$ cat src/rtl/fma_operand_loader.sv
`default_nettype none
// ============================================================================
//  Module      : fma_operand_loader
//  Description : Collects A1..A9, B1..B9, C operand words into a shadow bank
//                and hands complete jobs to a double-buffered output bank.
//  Revision    : 1.0  initial release
// ============================================================================
module fma_operand_loader #(
    parameter int WIDTH = 32,
    parameter int NPAIR = 9
) (
    input  logic                   clk,
    input  logic                   rst,
    input  logic                   in_valid,
    output logic                   in_ready,
    input  logic [WIDTH-1:0]       in_data,
    input  logic                   in_last,
    input  logic [1:0]             in_rnd,
    output logic [NPAIR*WIDTH-1:0] a_vec,
    output logic [NPAIR*WIDTH-1:0] b_vec,
    output logic [WIDTH-1:0]       c_out,
    output logic [1:0]             rnd_out,
    output logic                   out_valid,
    input  logic                   out_ready,
    output logic                   frame_err
);

    localparam int                 c_cnt_w    = $clog2(2*NPAIR+1);
    localparam logic [c_cnt_w-1:0] c_last_idx = c_cnt_w'(2*NPAIR);
    localparam logic [0:0]         c_st_fill  = 1'b0;
    localparam logic [0:0]         c_st_hold  = 1'b1;

    logic [0:0]             r_state;
    logic [0:0]             w_state_nxt;
    logic [c_cnt_w-1:0]     r_wcnt;
    logic [WIDTH-1:0]       r_sh_a [NPAIR];
    logic [WIDTH-1:0]       r_sh_b [NPAIR];
    logic [WIDTH-1:0]       r_sh_c;
    logic [1:0]             r_sh_rnd;
    logic [NPAIR*WIDTH-1:0] w_sh_a_flat;
    logic [NPAIR*WIDTH-1:0] w_sh_b_flat;
    logic [NPAIR*WIDTH-1:0] r_a_vec;
    logic [NPAIR*WIDTH-1:0] r_b_vec;
    logic [WIDTH-1:0]       r_c;
    logic [1:0]             r_rnd;
    logic                   r_out_valid;
    logic                   r_frame_err;

    logic w_accept, w_at_last, w_complete, w_frame_err, w_word_wr;
    logic w_slot_free, w_load_direct, w_load_shadow;

    // Ready is derived from registered state only, so downstream stalls never
    // ripple combinationally back to the upstream handshake.
    assign in_ready      = (r_state == c_st_fill) && !rst;
    assign w_accept      = in_valid && in_ready;
    assign w_at_last     = (r_wcnt == c_last_idx);
    assign w_complete    = w_accept && w_at_last && in_last;
    assign w_frame_err   = w_accept && (in_last != w_at_last);
    assign w_word_wr     = w_accept && !in_last && !w_at_last;
    assign w_slot_free   = !r_out_valid || out_ready;
    assign w_load_direct = w_complete && w_slot_free;
    assign w_load_shadow = (r_state == c_st_hold) && out_ready;

    for (genvar gi = 0; gi < NPAIR; gi++) begin : g_pack
        assign w_sh_a_flat[gi*WIDTH +: WIDTH] = r_sh_a[gi];
        assign w_sh_b_flat[gi*WIDTH +: WIDTH] = r_sh_b[gi];
    end

    always_ff @(posedge clk) begin
        if (rst) r_state <= c_st_fill;
        else     r_state <= w_state_nxt;
    end

    always_comb begin
        w_state_nxt = r_state;
        case (r_state)
            c_st_fill: if (w_complete && !w_slot_free) w_state_nxt = c_st_hold;
            c_st_hold: if (out_ready)                  w_state_nxt = c_st_fill;
            default:                                   w_state_nxt = c_st_fill;
        endcase
    end

    // Shadow bank: word counter and per-slot capture
    always_ff @(posedge clk) begin
        if (rst) begin
            r_wcnt   <= '0;
            r_sh_c   <= '0;
            r_sh_rnd <= '0;
            for (int i = 0; i < NPAIR; i++) begin
                r_sh_a[i] <= '0;
                r_sh_b[i] <= '0;
            end
        end else begin
            if (w_accept)
                r_wcnt <= (w_complete || w_frame_err) ? '0 : r_wcnt + 1'b1;
            if (w_word_wr && r_wcnt == '0)
                r_sh_rnd <= in_rnd;
            for (int i = 0; i < NPAIR; i++) begin
                if (w_word_wr && r_wcnt == c_cnt_w'(i))
                    r_sh_a[i] <= in_data;
                if (w_word_wr && r_wcnt == c_cnt_w'(i + NPAIR))
                    r_sh_b[i] <= in_data;
            end
            if (w_complete && !w_slot_free)
                r_sh_c <= in_data;
        end
    end

    // Output bank: loaded either straight from the final word or from a
    // parked shadow job once the presented job drains.
    always_ff @(posedge clk) begin
        if (rst) begin
            r_a_vec     <= '0;
            r_b_vec     <= '0;
            r_c         <= '0;
            r_rnd       <= '0;
            r_out_valid <= 1'b0;
            r_frame_err <= 1'b0;
        end else begin
            r_frame_err <= w_frame_err;
            if (w_load_shadow) begin
                r_a_vec     <= w_sh_a_flat;
                r_b_vec     <= w_sh_b_flat;
                r_c         <= r_sh_c;
                r_rnd       <= r_sh_rnd;
                r_out_valid <= 1'b1;
            end else if (w_load_direct) begin
                r_a_vec     <= w_sh_a_flat;
                r_b_vec     <= w_sh_b_flat;
                r_c         <= in_data;
                r_rnd       <= r_sh_rnd;
                r_out_valid <= 1'b1;
            end else if (r_out_valid && out_ready) begin
                r_out_valid <= 1'b0;
            end
        end
    end

    assign a_vec     = r_a_vec;
    assign b_vec     = r_b_vec;
    assign c_out     = r_c;
    assign rnd_out   = r_rnd;
    assign out_valid = r_out_valid;
    assign frame_err = r_frame_err;

endmodule
`default_nettype wire

$ cat config.mk
export PLATFORM = sky130hd
export DESIGN_NAME = fma_operand_loader
export DESIGN_NICKNAME = d
export VERILOG_FILES = /design/src/rtl/fma_operand_loader.sv
export SDC_FILE = /design/constraint.sdc
export NUM_CORES = 2
export LEC_CHECK = 0
export CORE_MARGIN = 2
export CORE_UTILIZATION = 30
export CTS_CLUSTER_SIZE = 16
export DETAILED_ROUTE_END_ITERATION = 7
export GPL_TIMING_DRIVEN = 0
export HOLD_SLACK_MARGIN = 0.08
export PLACE_DENSITY = 0.47
export SLEW_MARGIN = 10
export SYNTH_ARGS = -nofsm -noshare
export SYNTH_HDL_FRONTEND = slang
export SYNTH_SLANG_ARGS = --single-unit
$ cat constraint.sdc
create_clock -name clk -period 7.7 [get_ports clk]
set_input_delay 1.925 -clock clk [delete_from_list [all_inputs] [get_ports clk]]
set_output_delay 1.925 -clock clk [all_outputs]
set_load 0.02 [all_outputs]
==> metrics.txt <==
outcome complete, no violations; Rel. slew slack 15.59%; fill count 14.80k; post-synthesis mux area share 12.40%; worst setup path start rst; synth top area cells edfxtp_1 (37%), dfxtp_1 (28%), nand2b_1 (15%); Overflow after GRT 0; DR pass1 iterations 5; CP cell instances clkdlybuf4s50_1, buf_2, clkbuf_2, buf_2, buf_2, buf_2, nor2_1, clkdlybuf4s50_1; Synth warnings 0; synthesized area per cell 13.10 sq um; most common cell after layout, fill and taps aside nand2b_1; Leak Pwr 0.02058 uW; NetSw 3249 uW; Worst path slowest cell clkbuf_2; Worst-Skew Late Latency 0.77 ns; Data arrival, critical path 5.45 ns; drt initial violations 1845; DP Wirelength 130100 um; chip width 399.3 um; Peak VDD IR 157.6 uV; Fin. Hold Viols 0; Synth Instances 3578; Nets 4491; CP dominant cell by count buf_2; type of origin of the critical path input port; Compound-Gate Fraction of Synth Area 2.733%; number of max-cap violations 0; placed cell count 6358; Die Area 159500 sq um; GPL Wtd Cong 0.8221; fin crit period 7.375 ns; starting density of the core 30.12%; final setup fails 0; largest family of logic cells by synthesized area simple AND/OR/NAND/NOR gates; Worst path top cell family by delay buffers and inverters; H-tree depth 4; most frequent cells in the layout nand2b_1 (1157), dfxtp_1 (652), clkdlybuf4s50_1 (651); height of the die 399.3 um; vias in the first global route 30.06k; Yosys top cell by area edfxtp_1; crit path buf inv count 7; pin count of the biggest net entering global routing 33; ys flop type dfxtp_1; initial antenna violation count 41; RSZ-0062 raised after global routing no; root buffer cell clkbuf_16; Max Slew Vio Count 0; Total GRT Usage 21.65%; pre-CTS setup slack 0.2903 ns; cell internal pwr 11270 uW; XOR/XNOR share of the synthesized area 0.01868%; syn nets 3622; Layout Skew 0.02939 ns; Worst Path Required 5.78 ns; Max Root-Sink Buffers 3; combinational share of power 3.4%; hold buffers post-CTS 0; via/cell ratio 4.521; first-pass GRT wire length 240100 um; Peak Freq 0.1356 GHz; P per Cell Area 232.8 nW/um^2; final instance area 62350 sq um; Post-Synth Adder-Cell Area 0.1334%; CTS tree yes; flops & latches, synth 1228; core outline area 155700 sq um; min-delay worst type flop to flop; Synth async-reset ratio 0%; sequential area share after synthesis 64.73%; Largest stage delay, worst path 0.70 ns; Layout Cells excl Fill 6638; Sw Ratio 22.38%; row count 145; crit-path max FO 10; worst slew pin tran 1.266 ns; Post-Synth Simple-Gate Area 16.99%; post-layout util 40.06%; CTS buffer count 145; number of synthesized flops with an enable pin 576; Crit Path Class input port to output pin; I/O Buffers 651; Critical R2R Launch r_wcnt[0]; Placed Area 57440 sq um; clk sinks 1228; synth unique cells 45; Worst-path clk slew 0.06 ns; Setup crit end kind output pin; Area Overhead vs Synth 32.98%; # IOs 652; Routed WL 176300 um; layout cells sized above 1 10.11%; vias 30.01k; Reg power frac 48.1%; share of the synthesized area in the top cell type 36.89%; mapped cell area 46890 sq um; Avg WL per Cell 26.56 um; critical hold path startpoint r_sh_c[31]; post-route ant nets 0; post_cts resized 0; setup ws final 0.3249 ns; DRC errors left 0; setup repair bufs after CTS 0; ratio of final minimum period to clock period 95.78%; Clock Power Share 48.5%
tightest hold or removal path, delay by kind of cell (launching register included):
kind / cells / cell delay [ns]
DFF: 1 / 0.31
AOI/OAI and AO/OA: 1 / 0.05
and+or+nand+nor: 1 / 0.05
routing by layer:
layer | GRT usage (%) | vias up | part of all wire, %
met5 | 0 | - | 0.073
met4 | 5.653 | 22 | 2.4
met3 | 7.241 | 202 | 8.4
met2 | 34.90 | 832 | 46
met1 | 27.74 | 14960 | 43
li1 | - | 14000 | -
sequential cells by signal (all words and copies together), names as in the netlist:
signal	flops
r_sh_rnd	2
a_vec	288
out_valid	1
frame_err	1
r_state	1
r_sh_c	32
r_wcnt	5
r_sh_b	288
b_vec	288
c_out	32
rnd_out	2
r_sh_a	288
cell type report:
type,count,area (sq um),share of cell area (%)
clock buffers,213,4167,6.682
diodes,10,25.02,0.04013
multi-input cells,2091,15520,24.88
well taps,2058,2575,4.130
flip-flops and latches,1228,30350,48.67
repair buffers,722,7594,12.18
plain buffers,252,1378,2.209
clock inverters,57,723.2,1.160
inverters,7,26.28,0.04214
metrics by stage:
stage | total power (uW) | hold slack [ns] | setup TNS, ns
5_1_grt | 14970 | 0.4686 | 0
4_1_cts | 14690 | 0.4538 | 0
2_1_floorplan | 7377 | 0.4360 | 0
6_report | 14520 | 0.4554 | 0
3_5_place_dp | 7628 | 0.4459 | 0
3_3_place_gp | 7599 | 0.4433 | -1.275
synth_stat cells (3+ instances only):
master    number
nand2b_1    1158
dfxtp_1      652
mux2i_1      581
edfxtp_1     576
clkbuf_1     170
nand2_1       82
a21oi_1       70
buf_6         48
o21ai_0       34
a32oi_1       32
a21boi_0      31
nor2_1        30
buf_2         23
nor3b_1       18
a31o_2        11
buf_4         11
inv_1          7
a41o_1         5
ha_1           5
a22oi_1        3
kinds of logic after synthesis:
kind of cell             after synthesis
flip-flops                          1228
AO/OA/AOI/OAI                        195
buffers and inverters                259
XOR/XNOR                               1
multiplexers                         581
AND/OR/NAND/NOR                     1309
adder cells (fa/ha/maj)                5
worst paths after layout:
path               endpoint  slack (ns)  depth (start not counted)
max                in_ready        0.32                          8
min              r_sh_c[31]        0.46                          2
max reg2reg  r_sh_b[0][235]        4.05                          9
min reg2reg      r_sh_c[31]        0.46                          2
power groups by stage:
stage / Sequential, uW / Combinational (uW) / Clock [uW]
after floorplan: 7120 / 261 / 0
after CTS: 6990 / 504 / 7200
final: 6990 / 490 / 7040
after global routing: 7000 / 529 / 7450
after detailed placement: 7130 / 502 / 0
after global placement: 7130 / 472 / 0
Power figures use the tool's default switching activity.
